**config.mk**
```make
export PLATFORM = sky130hd
export DESIGN_NAME = kbd_cmd_queue
export DESIGN_NICKNAME = d
export VERILOG_FILES = /design/src/rtl/kbd_cmd_pkg.sv /design/src/rtl/kbd_cmd_fifo.sv /design/src/rtl/kbd_cmd_queue.sv
export SDC_FILE = /design/constraint.sdc
export NUM_CORES = 1
export LEC_CHECK = 0
export ABC_AREA = 1
export ABC_CLOCK_PERIOD_IN_PS = 2560
export CORE_ASPECT_RATIO = 1.4
export CORE_MARGIN = 4
export CORE_UTILIZATION = 40
export CTS_CLUSTER_DIAMETER = 150
export CTS_CLUSTER_SIZE = 24
export DETAILED_ROUTE_END_ITERATION = 8
export HOLD_SLACK_MARGIN = 0.08
export RECOVER_POWER = 50
export SYNTH_ARGS = -nofsm -noshare
export SYNTH_HDL_FRONTEND = slang
export SYNTH_SLANG_ARGS = --single-unit
```
**constraint.sdc**
```tcl
create_clock -name clock -period 2.56 [get_ports clock]
set_clock_uncertainty 0.05 [all_clocks]
set_input_delay 0.512 -clock clock [delete_from_list [all_inputs] [get_ports clock]]
set_output_delay 0.512 -clock clock [all_outputs]
set_load 0.02 [all_outputs]
```
**src/rtl/kbd_cmd_pkg.sv**
```systemverilog
// Shared definitions for the keyboard command queue: command codes,
// PS/2 scancodes that map to commands, FIFO sizing and the decoder.
package kbd_cmd_pkg;

  localparam int KBD_CMD_DEPTH = 4;
  localparam int PTR_W         = 2;
  localparam int CNT_W         = 3;
  localparam int CMD_W         = 3;
  localparam int DATA_W        = 8;

  typedef enum logic [CMD_W-1:0] {
    NONE   = 3'd0,
    H_UP   = 3'd1,
    H_DN   = 3'd2,
    W_UP   = 3'd3,
    W_DN   = 3'd4,
    FLASH  = 3'd5,
    INVERT = 3'd6
  } kbd_cmd_e;

  localparam logic [DATA_W-1:0] SC_H_UP   = 8'h75;
  localparam logic [DATA_W-1:0] SC_H_DN   = 8'h72;
  localparam logic [DATA_W-1:0] SC_W_UP   = 8'h6B;
  localparam logic [DATA_W-1:0] SC_W_DN   = 8'h74;
  localparam logic [DATA_W-1:0] SC_FLASH  = 8'h2B;
  localparam logic [DATA_W-1:0] SC_INVERT = 8'h2D;

  // Unknown scancodes decode to NONE, which the caller treats as "no push".
  function automatic kbd_cmd_e decode_scancode(input logic [DATA_W-1:0] sc);
    kbd_cmd_e c;
    c = NONE;
    case (sc)
      SC_H_UP:   c = H_UP;
      SC_H_DN:   c = H_DN;
      SC_W_UP:   c = W_UP;
      SC_W_DN:   c = W_DN;
      SC_FLASH:  c = FLASH;
      SC_INVERT: c = INVERT;
      default:   c = NONE;
    endcase
    return c;
  endfunction

endpackage

```
**src/rtl/kbd_cmd_fifo.sv**
```systemverilog
// Four-entry first-word-fall-through FIFO. The head entry is visible on
// head while valid is high; a pop on a full FIFO frees a slot for a
// same-edge push. Storage itself is not reset; only pointers and count are.
module kbd_cmd_fifo
  import kbd_cmd_pkg::*;
#(
  parameter int DATA_W = CMD_W
) (
  input  logic              clock,
  input  logic              reset,
  input  logic              push,
  input  logic [DATA_W-1:0] push_data,
  input  logic              pop,
  output logic [DATA_W-1:0] head,
  output logic              valid,
  output logic [CNT_W-1:0]  count
);

  logic [DATA_W-1:0] mem [KBD_CMD_DEPTH];
  logic [PTR_W-1:0]  rd_ptr;
  logic [PTR_W-1:0]  wr_ptr;
  logic [CNT_W-1:0]  count_q;
  logic              full;
  logic              empty;
  logic              pop_ok;
  logic              push_ok;

  assign empty   = (count_q == CNT_W'(0));
  assign full    = (count_q == CNT_W'(KBD_CMD_DEPTH));
  assign pop_ok  = pop && !empty;
  // A push into a full FIFO only lands when the head leaves on the same edge.
  assign push_ok = push && (!full || pop_ok);

  // Pointer and occupancy tracking; pointers wrap naturally at 2 bits.
  always_ff @(posedge clock) begin
    if (reset) begin
      rd_ptr  <= '0;
      wr_ptr  <= '0;
      count_q <= '0;
    end else begin
      if (pop_ok)  rd_ptr <= rd_ptr + PTR_W'(1);
      if (push_ok) wr_ptr <= wr_ptr + PTR_W'(1);
      case ({push_ok, pop_ok})
        2'b10:   count_q <= count_q + CNT_W'(1);
        2'b01:   count_q <= count_q - CNT_W'(1);
        default: count_q <= count_q;
      endcase
    end
  end

  // Entry storage, written at the tail on every accepted push.
  always_ff @(posedge clock) begin
    if (push_ok) mem[wr_ptr] <= push_data;
  end

  assign head  = mem[rd_ptr];
  assign valid = !empty;
  assign count = count_q;

endmodule

```
**src/rtl/kbd_cmd_queue.sv**
```systemverilog
// Keyboard command queue: detects completed PS/2 key releases, decodes the
// released scancode into a shape/display command and queues it for the
// consumer. Optional feature macro: KBD_CMD_OVF_EN (sticky overflow flag).
module kbd_cmd_queue
  import kbd_cmd_pkg::*;
(
  input  logic              clock,
  input  logic              reset,
  input  logic              en,
  input  logic [DATA_W-1:0] scancode,
  input  logic              f0,
  output logic [CMD_W-1:0]  cmd,
  output logic              cmd_valid,
  input  logic              cmd_ready,
  output logic [CNT_W-1:0]  count,
  output logic              ovf
);

  logic             f0_q;
  logic             release_ev;
  kbd_cmd_e         decoded;
  logic             push;
  logic             pop;
  logic [CMD_W-1:0] head;
  logic             head_valid;

  // Previous f0 level, tracked even while disabled so re-enabling cannot fake an edge.
  always_ff @(posedge clock) begin
    if (reset) f0_q <= 1'b0;
    else       f0_q <= f0;
  end

  // Stage p0: falling edge of f0 marks a finished release; decode same cycle.
  assign release_ev = f0_q && !f0 && en;
  assign decoded    = decode_scancode(scancode);
  assign push       = release_ev && (decoded != NONE);
  assign pop        = cmd_ready && head_valid;

  kbd_cmd_fifo #(
    .DATA_W (CMD_W)
  ) u_fifo (
    .clock     (clock),
    .reset     (reset),
    .push      (push),
    .push_data (decoded),
    .pop       (pop),
    .head      (head),
    .valid     (head_valid),
    .count     (count)
  );

  assign cmd_valid = head_valid;
  assign cmd       = head_valid ? head : CMD_W'(0);

`ifdef KBD_CMD_OVF_EN
  logic ovf_q;
  logic drop;

  // A push is dropped when the FIFO is full and the head is not leaving.
  assign drop = push && (count == CNT_W'(KBD_CMD_DEPTH)) && !pop;

  // Sticky overflow flag, cleared only by reset.
  always_ff @(posedge clock) begin
    if (reset)     ovf_q <= 1'b0;
    else if (drop) ovf_q <= 1'b1;
  end

  assign ovf = ovf_q;
`else
  assign ovf = 1'b0;
`endif

endmodule

```
Word level (Yosys, flattened, before mapping)
Memories as Yosys holds them, arrays and structs flattened. A register that Yosys moved wholly into a read port is not among the register bits.
Index checks and enable logic that the tools add are counted.

word-level totals
  register bits after elaboration = 8
  bits in latches = 0
  RAM bits = 12
  bits in read-only memories = 0
  input port bits = 13
  output and inout port bits = 8
  logic and storage cells = 38
  memories = 1

cells by class
  $add $sub $neg = 4
  multiply operators = 0
  divide/modulo/power cells = 0
  order comparisons = 0
  equal/unequal tests = 9
  shift-type cells = 0
  multiplexer cells = 7
  bitwise logic cells = 0
  reductions and logical operators = 13

memory list
  memory      words  bits a word  read ports  clocked after memory_dff  write ports  RTL line            text
  u_fifo.mem  4      3            1           1                         1            kbd_cmd_fifo.sv:19  logic [DATA_W-1:0] mem [KBD_CMD_DEPTH];

operators with widths
  kind                                                                   count
  8-bit by 7-bit equality test with 1-bit output, second input constant  4
  3-bit case mux with 6 select lines                                     1
  8-bit by 6-bit equality test with 1-bit output, second input constant  2
  1-bit logical AND                                                      6
  3-bit case mux with 2 select lines                                     1
  2-bit by 1-bit adder with 2-bit output, second input constant          2
  2-bit two-way mux                                                      2
  3-bit by 1-bit adder with 3-bit output, second input constant          1
  3-bit equality test, second input constant                             1
  1-bit zero test                                                        3
  3-bit zero test                                                        1
  3-bit two-way mux                                                      1
  3-bit nonzero test                                                     1
  3-bit by 1-bit subtractor with 3-bit output, second input constant     1
  2-bit by 1-bit equality test with 1-bit output, second input constant  1
  2-bit equality test, second input constant                             1
  1-bit two-way mux                                                      2
  2-bit nonzero test                                                     1
  1-bit logical OR                                                       1

Logic depth before layout (Yosys ltp)
  depth after elaboration = 8
  depth in mapped cells = 16
  mapped depth without buffers = 16

Cells and area by module
From an unflattened synthesis, not the netlist that was laid out.

unflattened totals
  cells, all modules = 144
  area, all modules = 1178.6 µm²

by module, submodules not included
  module         times used  cells an instance  area each (µm²)  sequential area each (µm²)
  kbd_cmd_fifo   1           94                 942.2            540.5
  kbd_cmd_queue  1           50                 236.5            20.0

Least setup slack after synthesis
Ideal clock, no wire load.

  kind = in2reg
  start = input scancode[7]
  end = register u_fifo.count_q[2], in the netlist u_fifo.count[2]
  library setup time = 116 ps
  data arrival time = 1876 ps
  required time = 2394 ps
  slack = 518 ps
  cell stages on the path = 15
  path buffers = 0
  cell sequence = inv_1 nand2_1 nor2_2 nand2_1 nand2_1 nor2_2 nand2_2 nand2_1 nand2_2 inv_1 fa_1 inv_1 nand2_2 a21oi_1 nor2_1

between the ends
  cells in the longest elaborated chain, start to end = 7
  elaborated cells between the ends (all ways) = 14
  those cells by class = 8 x eq/ne; 2 x mux; 4 x reduce/logical

RTL lines
  element                                                                                                           RTL line             text
  from (decl)                                                                                                       kbd_cmd_queue.sv:10  input logic [DATA_W-1:0] scancode,
  8-bit by 6-bit equality test with 1-bit output or 8-bit by 7-bit equality test with 1-bit output (tied branches)  kbd_cmd_pkg.sv:32    case (sc)
  3-bit case mux with 6 select lines *                                                                              kbd_cmd_pkg.sv:32
  3-bit nonzero test *                                                                                              kbd_cmd_queue.sv:36  assign push = release_ev && (decoded != NONE);
  1-bit logical AND *                                                                                               kbd_cmd_queue.sv:36
  1-bit logical AND *                                                                                               kbd_cmd_fifo.sv:32   assign push_ok = push && (!full || pop_ok);
  2-bit by 1-bit equality test with 1-bit output or 2-bit equality test (tied branches)                             kbd_cmd_fifo.sv:43   case ({push_ok, pop_ok})
  3-bit case mux with 2 select lines or 2-bit nonzero test (tied branches)                                          n/a
  to (signal assigned)                                                                                              kbd_cmd_fifo.sv:44   2'b10: count_q <= count_q + CNT_W'(1);
  to (signal assigned)                                                                                              kbd_cmd_fifo.sv:45   2'b01: count_q <= count_q - CNT_W'(1);
  to (signal assigned)                                                                                              kbd_cmd_fifo.sv:46   default: count_q <= count_q;
  to (decl)                                                                                                         kbd_cmd_fifo.sv:22   logic [CNT_W-1:0] count_q;

Every way passes the cells marked *; elsewhere a longest branch is shown, timed or not.
A chain may end at the register's enable or synchronous reset.

Final worst setup path
Ends and elaborated chain as after synthesis.

==> flow_summary_export.csv <==
group,metric,value,unit
clock_tree,clkTransAtPathRegs,0.08,ns
clock_tree,clockBufferDepth,2,
pwr,pwr-share-seq,50.1,%
route,antenna_left,0,
placed_design,io_buffers,19,
yosys,synthDistinctLibCells,25,
layout,drive_gt1_share,13.5,%
grt,grt_max_degree,14,
sta,drv_slew,0,
grt,grt.total_usage,13.0,%
placed_design,place.gp.congestion,0.732,
clock_tree,postCtsSetupBuffers,0,
route,num_vias,967,
setup_path,critPathMaxFanout,3,
pwr,internal_power,593,µW
die,start_util,41.9,%
sta,setup_viol,0,
pwr,switching_share,22.6,%
yosys,syn_avg_cell_area,8.20,µm²
clock_tree,cts_tree,"done",
outcome,status,"finished clean",
route,avgRoutedWirePerCell,10.9,µm
sta,period_minus_slack,2.34,ns
yosys,yosysSeqAreaShare,46.5,%
setup_path,cp.required,2.67,ns
placed_design,place_area,1450,µm²
hold_path,hold_depth,2,
setup_path,path_buf_inv,4,
die,die_h,72.9,µm
placed_design,post-place-ws,0.0216,ns
pwr,power_frac_clock,35.6,%
sta,max_freq,428,MHz
setup_path,crit_top_cell,"nand2_1",
grt,grt_pass1_vias,961,
setup_path,r2r_setup_slack,0.52,ns
pwr,p_switching,173,µW
hold_path,hold_path.class,"flop to flop",
setup_path,timing.rr.end,"u_fifo.count[2]",
yosys,syn_nets,165,
clock_tree,cts_sinks,22,
clock_tree,cts-root-buf,"clkbuf_8",
grt,antenna_found_initial,0,
route,drt-initial-drc-count,39,
route,wirelength,2.27,mm
yosys,yosysMostFrequentCell,"nor2_1",
yosys,synthTopCellsByCount,"nor2_1, inv_1, nand2_1, edfxtp_1, dfxtp_1",
setup_path,crit_arrival,2.44,ns
setup_path,r2r_start,"u_fifo.count[0]",
pwr,power.density,510,nW/µm²
setup_path,path_delay_family,"buffers and inverters",
layout,synthToLayoutAreaGrowth,24.5,%
setup_path,start_kind,"input pin",
yosys,syn_area,1200,µm²
yosys,synth_edf_count,12,
route,drc_errors,0,
pwr,leakage,0.646,nW
setup_path,cp_cell_sequence,"dlygate4sd3_1, inv_1, nand2_1, nor2_2, nand2_1, nand2_1, nor2_2, nand2_2, nand2_1, nand2_2, inv_1, fa_1, inv_1, nand2_2, a21oi_1, nor2_1",
sta,rsz0062_at_grt,"no",
yosys,yosysWarnings,0,
sta,worst_slack,0.223,ns
sta,min_period_over_period,91.3,%
hold_path,whs_endpoint,"u_fifo.rd_ptr[1]",
setup_path,cp_slowest_stage_delay,0.54,ns
setup_path,worstRegToRegCells,13,
grt,grt_overflow_total,0,
sta,tns,0,ns
yosys,netlist.area_leader.share,29.9,%
die,die-width,54.4,µm
yosys,syn_inst,147,
yosys,yosysTopAreaCell,"edfxtp_1",
clock_tree,cts_resized,0,
setup_path,critical-path-slowest-cell,"dlygate4sd3_1",
yosys,ys_ff_latch,22,
pwr,power.total,766,µW
clock_tree,cts_made_buffers,3,
pwr,power.share.combinational,14.3,%
yosys,synth_top_flop_cell,"edfxtp_1",
route,dr.pass1.iters,4,
route,avgViaCountPerCell,4.65,
die,dieArea,3970,µm²
layout,fin_nets,190,
setup_path,end_kind,"flop",
hold_path,min-delay-start,"u_fifo.rd_ptr[1]",
die,num_rows,23,
flow_run,drv_cap,0,
clock_tree,cts_hold_buf,0,
yosys,synth_area_leaders,"edfxtp_1, dfxtp_1, nor2_1, inv_1, nand2_1",
clock_tree,htree_levels,1,
clock_tree,insertion_delay,0.25,ns
layout,final_area,1500,µm²
layout,diodes,0,
die,core_area,2880,µm²
pwr,irDropWorstVdd,0.268,mV
die,ios,21,
grt,grt_pass1_wl,3.82,mm
yosys,async_flop_share,0,%
placed_design,dp_hpwl,1.90,mm
sta,hold_violations,0,
setup_path,critical_path_class,"input pin to flop",
==> layout by cell type, fill, tap and decap left out <==
cell,instances
nor2_1,27
nand2_1,26
inv_1,24
clkdlybuf4s50_1,15
edfxtp_1,12
dfxtp_1,10
a21oi_1,9
o21ai_0,8
nor2_2,6
nand2_2,4
ha_1,4
dlygate4sd3_1,4
clkbuf_8,3
inv_4,2
nand3_1,2
o21ai_1,2
buf_4,2
nand4_2,1
clkinv_1,1
nor2_4,1
nand3b_1,1
and3_2,1
o211ai_4,1
nand4_1,1
a21oi_2,1
fa_1,1
conb_1,1
clkbuf_16,1
==> state kept, by name, indices dropped and copies added, names as in the netlist, named ones only <==
register,cells
u_fifo.count,3
u_fifo.rd_ptr,2
f0_q,1
u_fifo.mem,12
u_fifo.wr_ptr,2
==> power groups by stage <==
stage,sequential [mW],clock (mW),combinational [mW]
6_report,0.384,0.272,0.109
5_1_grt,0.386,0.294,0.120
4_1_cts,0.385,0.282,0.115
3_5_place_dp,0.393,0,0.115
3_3_place_gp,0.393,0,0.112
2_1_floorplan,0.394,0,0.0636
==> stage by stage <==
step,hold WS (ns),utilization [%],cells
finish,0.425,52.1,208
global route,0.464,52.1,208
CTS,0.430,52.7,208
detailed placement,0.416,50.3,204
global placement,0.403,50.3,204
floorplan,0.386,-,147
==> worst max path at each step <==
stage | startpoint | endpoint | slack, ns | depth (start not counted)
floorplan | scancode[7] | u_fifo.count[2] | 0.52 | 15
global placement | scancode[0] | u_fifo.count[2] | 0.06 | 13
detailed placement | scancode[5] | u_fifo.count[2] | 0.02 | 15
CTS | flop | cmd[1] | 0.19 | 5
global route | scancode[7] | u_fifo.count[2] | 0.07 | 16
finish | scancode[7] | u_fifo.count[2] | 0.22 | 16
==> per-layer routing <==
layer | vias to the layer above | part of all wire [%] | global-route usage, %
met5 | - | 0 | 0
met4 | 0 | 0.62 | 4.16
met3 | 2 | 2.5 | 1.43
met2 | 11 | 58 | 25.8
met1 | 445 | 39 | 13.2
li1 | 509 | - | -
==> layout make-up <==
cell class	count	area, µm²
multi-input cells	97	515
repair buffers	21	205
fillers	277	1380
well taps	37	46.3
flip-flops and latches	22	561
clock buffers	4	66.3
inverters	27	106
==> tightest hold or removal path, delay by kind of cell (launching register included) <==
kind | cells | cell delay (ns)
flops | 1 | 0.31
compound gates | 1 | 0.07
buf+inv | 1 | 0.06
==> cell families after synthesis <==
logic type,synth area share [%]
flops,46.5
other cells,0.311
simple gates,27.5
fa+ha+maj,5.82
compound gates,10.4
buf+inv,9.45
Note: power is estimated with default switching activity, not from simulation.
